## src/rtl/pipe_skid_pkg.sv

```systemverilog
// pipe_skid_pkg: shared types and constants for the pipe_skid_reg stage.
//   pipe_state_t - occupancy state of the stage (empty / main valid / main + skid valid)
//   STALL_CNT_W  - width of the optional stall counter (PIPE_SKID_STALL_CNT_EN)
package pipe_skid_pkg;

    typedef enum logic [1:0] {
        ST_EMPTY = 2'b00,
        ST_FULL  = 2'b01,
        ST_SKID  = 2'b10
    } pipe_state_t;

    localparam int unsigned STALL_CNT_W = 16;

endpackage

```

## src/rtl/pipe_reg_cell.sv

```systemverilog
// pipe_reg_cell: WIDTH-bit enable register with asynchronous active-low reset.
// Ports:
//   clk_i  - rising-edge clock
//   rst_ni - asynchronous active-low reset, loads RESET_VAL
//   en_i   - load enable
//   d_i    - next value
//   q_o    - registered value
module pipe_reg_cell #(
    parameter int unsigned       WIDTH     = 32,
    parameter logic [WIDTH-1:0] RESET_VAL = '0
) (
    input  logic             clk_i,
    input  logic             rst_ni,
    input  logic             en_i,
    input  logic [WIDTH-1:0] d_i,
    output logic [WIDTH-1:0] q_o
);

    logic [WIDTH-1:0] data_q;

    always_ff @(posedge clk_i or negedge rst_ni) begin
        if (!rst_ni) begin
            data_q <= RESET_VAL;
        end else if (en_i) begin
            data_q <= d_i;
        end
    end

    assign q_o = data_q;

endmodule

```

## src/rtl/pipe_skid_reg.sv

```systemverilog
// pipe_skid_reg: pipeline-stage register with valid/ready handshake and a one-entry skid
// buffer. Sustains one transfer per cycle while in_ready comes straight from a flop, so there
// is no combinational path from out_ready to in_ready. flush squashes everything held.
// Optional feature: define PIPE_SKID_STALL_CNT_EN to add a 16-bit saturating stall counter.
// Ports:
//   clk        - rising-edge clock
//   reset      - asynchronous active-low reset
//   flush      - synchronous squash of all held entries
//   in_valid   - upstream has data
//   in_ready   - stage can accept (registered)
//   in_data    - upstream payload
//   out_valid  - main entry holds valid data (registered)
//   out_ready  - downstream accepts
//   out_data   - main entry payload
//   stall_cnt  - cycles with out_valid & !out_ready, saturating (only with the macro)
module pipe_skid_reg
    import pipe_skid_pkg::*;
#(
    parameter int unsigned       WIDTH     = 32,
    parameter logic [WIDTH-1:0] RESET_VAL = '0
) (
    input  logic                   clk,
    input  logic                   reset,
    input  logic                   flush,
    input  logic                   in_valid,
    output logic                   in_ready,
    input  logic [WIDTH-1:0]       in_data,
    output logic                   out_valid,
    input  logic                   out_ready,
`ifdef PIPE_SKID_STALL_CNT_EN
    output logic [STALL_CNT_W-1:0] stall_cnt,
`endif
    output logic [WIDTH-1:0]       out_data
);

    pipe_state_t      state_q, state_d;
    logic             out_valid_q, in_ready_q;
    logic             in_fire, out_fire;
    logic             main_en, skid_en;
    logic [WIDTH-1:0] main_d, main_q, skid_q;

    assign in_fire  = in_valid & in_ready_q;
    assign out_fire = out_valid_q & out_ready;

    always_comb begin
        state_d = state_q;
        main_en = 1'b0;
        main_d  = in_data;
        skid_en = 1'b0;
        unique case (state_q)
            ST_EMPTY: begin
                if (in_fire) begin
                    main_en = 1'b1;
                    state_d = ST_FULL;
                end
            end
            ST_FULL: begin
                if (out_fire && in_fire) begin
                    main_en = 1'b1;
                end else if (out_fire) begin
                    state_d = ST_EMPTY;
                end else if (in_fire) begin
                    // Downstream stalled: park the new beat behind the main entry.
                    skid_en = 1'b1;
                    state_d = ST_SKID;
                end
            end
            ST_SKID: begin
                if (out_ready) begin
                    main_en = 1'b1;
                    main_d  = skid_q;
                    state_d = ST_FULL;
                end
            end
            default: state_d = ST_EMPTY;
        endcase
        // Squash overrides everything; data registers may still load, they are don't-care.
        if (flush) begin
            state_d = ST_EMPTY;
        end
    end

    // Handshake outputs are flopped from the next state so they never see out_ready
    // combinationally.
    always_ff @(posedge clk or negedge reset) begin
        if (!reset) begin
            state_q     <= ST_EMPTY;
            out_valid_q <= 1'b0;
            in_ready_q  <= 1'b1;
        end else begin
            state_q     <= state_d;
            out_valid_q <= (state_d != ST_EMPTY);
            in_ready_q  <= (state_d != ST_SKID);
        end
    end

    pipe_reg_cell #(
        .WIDTH     (WIDTH),
        .RESET_VAL (RESET_VAL)
    ) u_main (
        .clk_i  (clk),
        .rst_ni (reset),
        .en_i   (main_en),
        .d_i    (main_d),
        .q_o    (main_q)
    );

    pipe_reg_cell #(
        .WIDTH     (WIDTH),
        .RESET_VAL (RESET_VAL)
    ) u_skid (
        .clk_i  (clk),
        .rst_ni (reset),
        .en_i   (skid_en),
        .d_i    (in_data),
        .q_o    (skid_q)
    );

    assign out_valid = out_valid_q;
    assign in_ready  = in_ready_q;
    assign out_data  = main_q;

`ifdef PIPE_SKID_STALL_CNT_EN
    logic [STALL_CNT_W-1:0] stall_cnt_q;

    // Only reset clears the counter; flush leaves it alone.
    always_ff @(posedge clk or negedge reset) begin
        if (!reset) begin
            stall_cnt_q <= '0;
        end else if (out_valid_q && !out_ready && (stall_cnt_q != {STALL_CNT_W{1'b1}})) begin
            stall_cnt_q <= stall_cnt_q + 1'b1;
        end
    end

    assign stall_cnt = stall_cnt_q;
`endif

endmodule

```

## config.mk

```make
export PLATFORM = sky130hd
export DESIGN_NAME = pipe_skid_reg
export DESIGN_NICKNAME = d
export VERILOG_FILES = /design/src/rtl/pipe_skid_pkg.sv /design/src/rtl/pipe_reg_cell.sv /design/src/rtl/pipe_skid_reg.sv
export SDC_FILE = /design/constraint.sdc
export NUM_CORES = 1
export LEC_CHECK = 0
export CELL_PAD_IN_SITES_DETAIL_PLACEMENT = 1
export CELL_PAD_IN_SITES_GLOBAL_PLACEMENT = 2
export CORE_MARGIN = 3
export CORE_UTILIZATION = 37
export CTS_CLUSTER_SIZE = 30
export DETAILED_ROUTE_END_ITERATION = 8
export PLACE_DENSITY_LB_ADDON = 0.15
export SLEW_MARGIN = 15
export SYNTH_ARGS = -nofsm -noshare
export SYNTH_HDL_FRONTEND = slang
export SYNTH_SLANG_ARGS = --single-unit
```

## constraint.sdc

```tcl
create_clock -name clk -period 3.61 [get_ports clk]
set_input_delay 0.722 -clock clk [delete_from_list [all_inputs] [get_ports clk]]
set_output_delay 0.722 -clock clk [all_outputs]
set_load 0.005 [all_outputs]
```

==> flow_metrics.env <==
export IMPL_p_leak_nw=1.65
export IMPL_fin_skew_ns=0.0132
export IMPL_cts_tree="yes"
export IMPL_synth_compound_area_share_pct=2.18
export IMPL_drv_cap=0
export IMPL_drive_gt1_share_pct=46.1
export IMPL_synth_edf_count=0
export IMPL_start_util_pct=38.5
export IMPL_synth_top_family_by_area="multiplexers"
export IMPL_slew_headroom_pct=48.3
export IMPL_yosysWarnings=0
export IMPL_cts_clk_slew_worst_paths_ns=0.07
export IMPL_synthMuxAreaShare_pct=36.2
export IMPL_io_pins=71
export IMPL_worstRegToRegCells=4
export IMPL_holdBufCountCts=0
export IMPL_period_needed_ns=2.29
export IMPL_track_usage_pct=14.7
export IMPL_peakVddDrop_uv=262
export IMPL_coreArea_um2=7770
export IMPL_dieWidth_um=95.9
export IMPL_seq_area_um2=1700
export IMPL_worstReg2RegEnd="u_main.q_o[22]"
export IMPL_chipHeight_um=95.9
export IMPL_timing_reg2reg_setup_slack_ns=1.69
export IMPL_dieArea_um2=9190
export IMPL_synth_most_common_cell="mux2_2"
export IMPL_gr_usage_met2_pct=22.8
export IMPL_n_antenna_cell=0
export IMPL_hold_viol=0
export IMPL_wl_um=6070
export IMPL_dp_final_hpwl_um=4050
export IMPL_portBuffers=70
export IMPL_setup_viol=0
export IMPL_place_inst=355
export IMPL_tns_ns=0
export IMPL_hold_worst_slack_ns=0.461
export IMPL_nNetsFinal=301
export IMPL_synth_ff_type="dfrtp_1"
export IMPL_n_fill_cell=785
export IMPL_end_kind="register"
export IMPL_cp_max_fo=30
export IMPL_status="completed"
export IMPL_worstPathArrival_ns=2.51
export IMPL_dr_pass1_iters=2
export IMPL_rsz0062_at_grt="no"
export IMPL_grt_pass1_wl_um=9940
export IMPL_post_route_period_util_pct=63.5
export IMPL_grt_pass1_vias=1984
export IMPL_synth_area_leader_cell="dfrtp_1"
export IMPL_grt_busiest_layer="met2"
export IMPL_max_freq_mhz=436
export IMPL_yosys_top_cells_count="mux2_2 (95), dfrtp_1 (67), buf_4 (4)"
export IMPL_synth_area_um2=2990
export IMPL_cts_sinks=68
export IMPL_synth_fa_ha_area_share_pct=0
export IMPL_synth_cell_types=19
export IMPL_area_delta_synth_final_pct=34.2
export IMPL_worstSetupPathType="in2reg"
export IMPL_cts_setup_buffers=0
export IMPL_r2r_start="in_ready"
export IMPL_yosys_area_share_simple_pct=1.76
export IMPL_vias=1802
export IMPL_grt_antenna_before_repair=0
export IMPL_p_total_mw=2.55
export IMPL_cts_path_max_buffers=2
export IMPL_synth_seq_cells=68
export IMPL_use_met1_pct=19.0
export IMPL_final_cells=371
export IMPL_grt_overflow_total=0
export IMPL_htree_levels=3
export IMPL_drc=0
export IMPL_cts_root_buf="clkbuf_8"
export IMPL_min_path_type="in2async"
export IMPL_worst_pin_slew_ns=0.775
export IMPL_wl_per_cell_um=16.4
export IMPL_synth_avg_cell_area_um2=16.0
export IMPL_viasPerCell=4.86
export IMPL_rows=32
export IMPL_yosysSeqAreaShare_pct=57.0
export IMPL_clk_latency_ns=0.34
export IMPL_cts_buffers_inserted=9
export IMPL_slew_viol_final=0
export IMPL_netlist_area_leader_share_pct=56.1
export IMPL_drtIter0Drc=43
export IMPL_synth_area_leaders="dfrtp_1 (56%), mux2_2 (36%), buf_6 (1.1%)"
export IMPL_grt_max_degree=35
export IMPL_cp_data_required_time_ns=3.83
export IMPL_power_density_nw_per_um2=636
export IMPL_syn_nets=224
export IMPL_synthXorXnorAreaFrac_pct=0.293
export IMPL_grt_use_met3_pct=3.67
export IMPL_globalplace_congestion=0.691
export IMPL_syn_inst=187
export IMPL_crit_path_start_kind="input port"
export IMPL_multi_input_comb_area_um2=1220
export IMPL_synth_async_reset_ratio_pct=100
export IMPL_cts_resized=0
export IMPL_antenna_left=0
worst max-delay path, cell delays in order:
cell	delay (ns)
clkdlybuf4s50_1	0.56
a21boi_4	0.11
o31ai_4	0.27
buf_4	0.44
mux2_2	0.40
where the power goes:
part           switching, mW  internal [mW]  total, mW
registers              0.140           1.04       1.18
logic                  0.200          0.473      0.672
clock network          0.288          0.408      0.696
worst max path at each step:
| stage | from | end | slack (ns) | cells after the start |
|---|---|---|---|---|
| floorplan | out_ready | u_skid.q_o[10] | 1.72 | 4 |
| global placement | out_ready | u_main.q_o[13] | 0.97 | 5 |
| detailed placement | out_ready | u_main.q_o[22] | 0.95 | 5 |
| CTS | out_ready | u_main.q_o[22] | 1.32 | 5 |
| global route | out_ready | u_main.q_o[27] | 1.22 | 5 |
| finish | out_ready | u_main.q_o[22] | 1.32 | 5 |
placed cells by master, fill, tap and decap left out:
cell type	Yosys	layout
o2bb2ai_1	1	1
buf_2	3	1
buf_4	4	6
dfstp_2	1	1
bufinv_16	0	2
a21boi_4	1	1
nand3b_2	1	1
a211oi_1	1	1
o31ai_4	0	1
o21bai_1	1	1
nor3b_1	2	2
nor2_1	1	1
nor3b_4	1	1
dfrtp_1	67	67
clkinv_4	0	2
mux2_2	95	95
clkdlybuf4s50_1	0	69
nand2_1	1	1
xnor2_1	1	1
mux2_1	1	1
clkinv_2	0	2
clkbuf_8	0	10
o21ba_2	1	1
flip-flops by register name (all words and copies together), names as in the netlist:
signal,flops
state_q,2
in_ready,1
u_skid.q_o,32
out_valid,1
u_main.q_o,32
per-layer routing:
metal,vias up,share of wire [%]
li1,828,-
met4,0,1.9
met3,9,6.0
met2,51,47
met5,-,0
met1,914,45
layout make-up:
type                    instances  area share (%)
multi-input cells             109            30.3
flip-flops and latches         68            42.4
clock buffers                  10            3.43
clock inverters                 6            2.18
repair buffers                 76            18.5
well taps                     102            3.18
kinds of logic after synthesis:
logic type | after synthesis
AO/OA/AOI/OAI | 6
XOR/XNOR | 1
buffers and inverters | 10
flip-flops | 68
multiplexers | 96
AND/OR/NAND/NOR | 6
per-stage QoR:
stage / cell area (um2) / worst slack, ns / utilization [%]
3_3_place_gp: 3790 / 0.968 / 48.8
6_report: 4010 / 1.32 / 51.7
2_1_floorplan: 2990 / 1.72 / -
4_1_cts: 4010 / 1.32 / 51.7
5_1_grt: 4010 / 1.22 / 51.7
3_5_place_dp: 3790 / 0.946 / 48.8
Power figures use the tool's default switching activity.
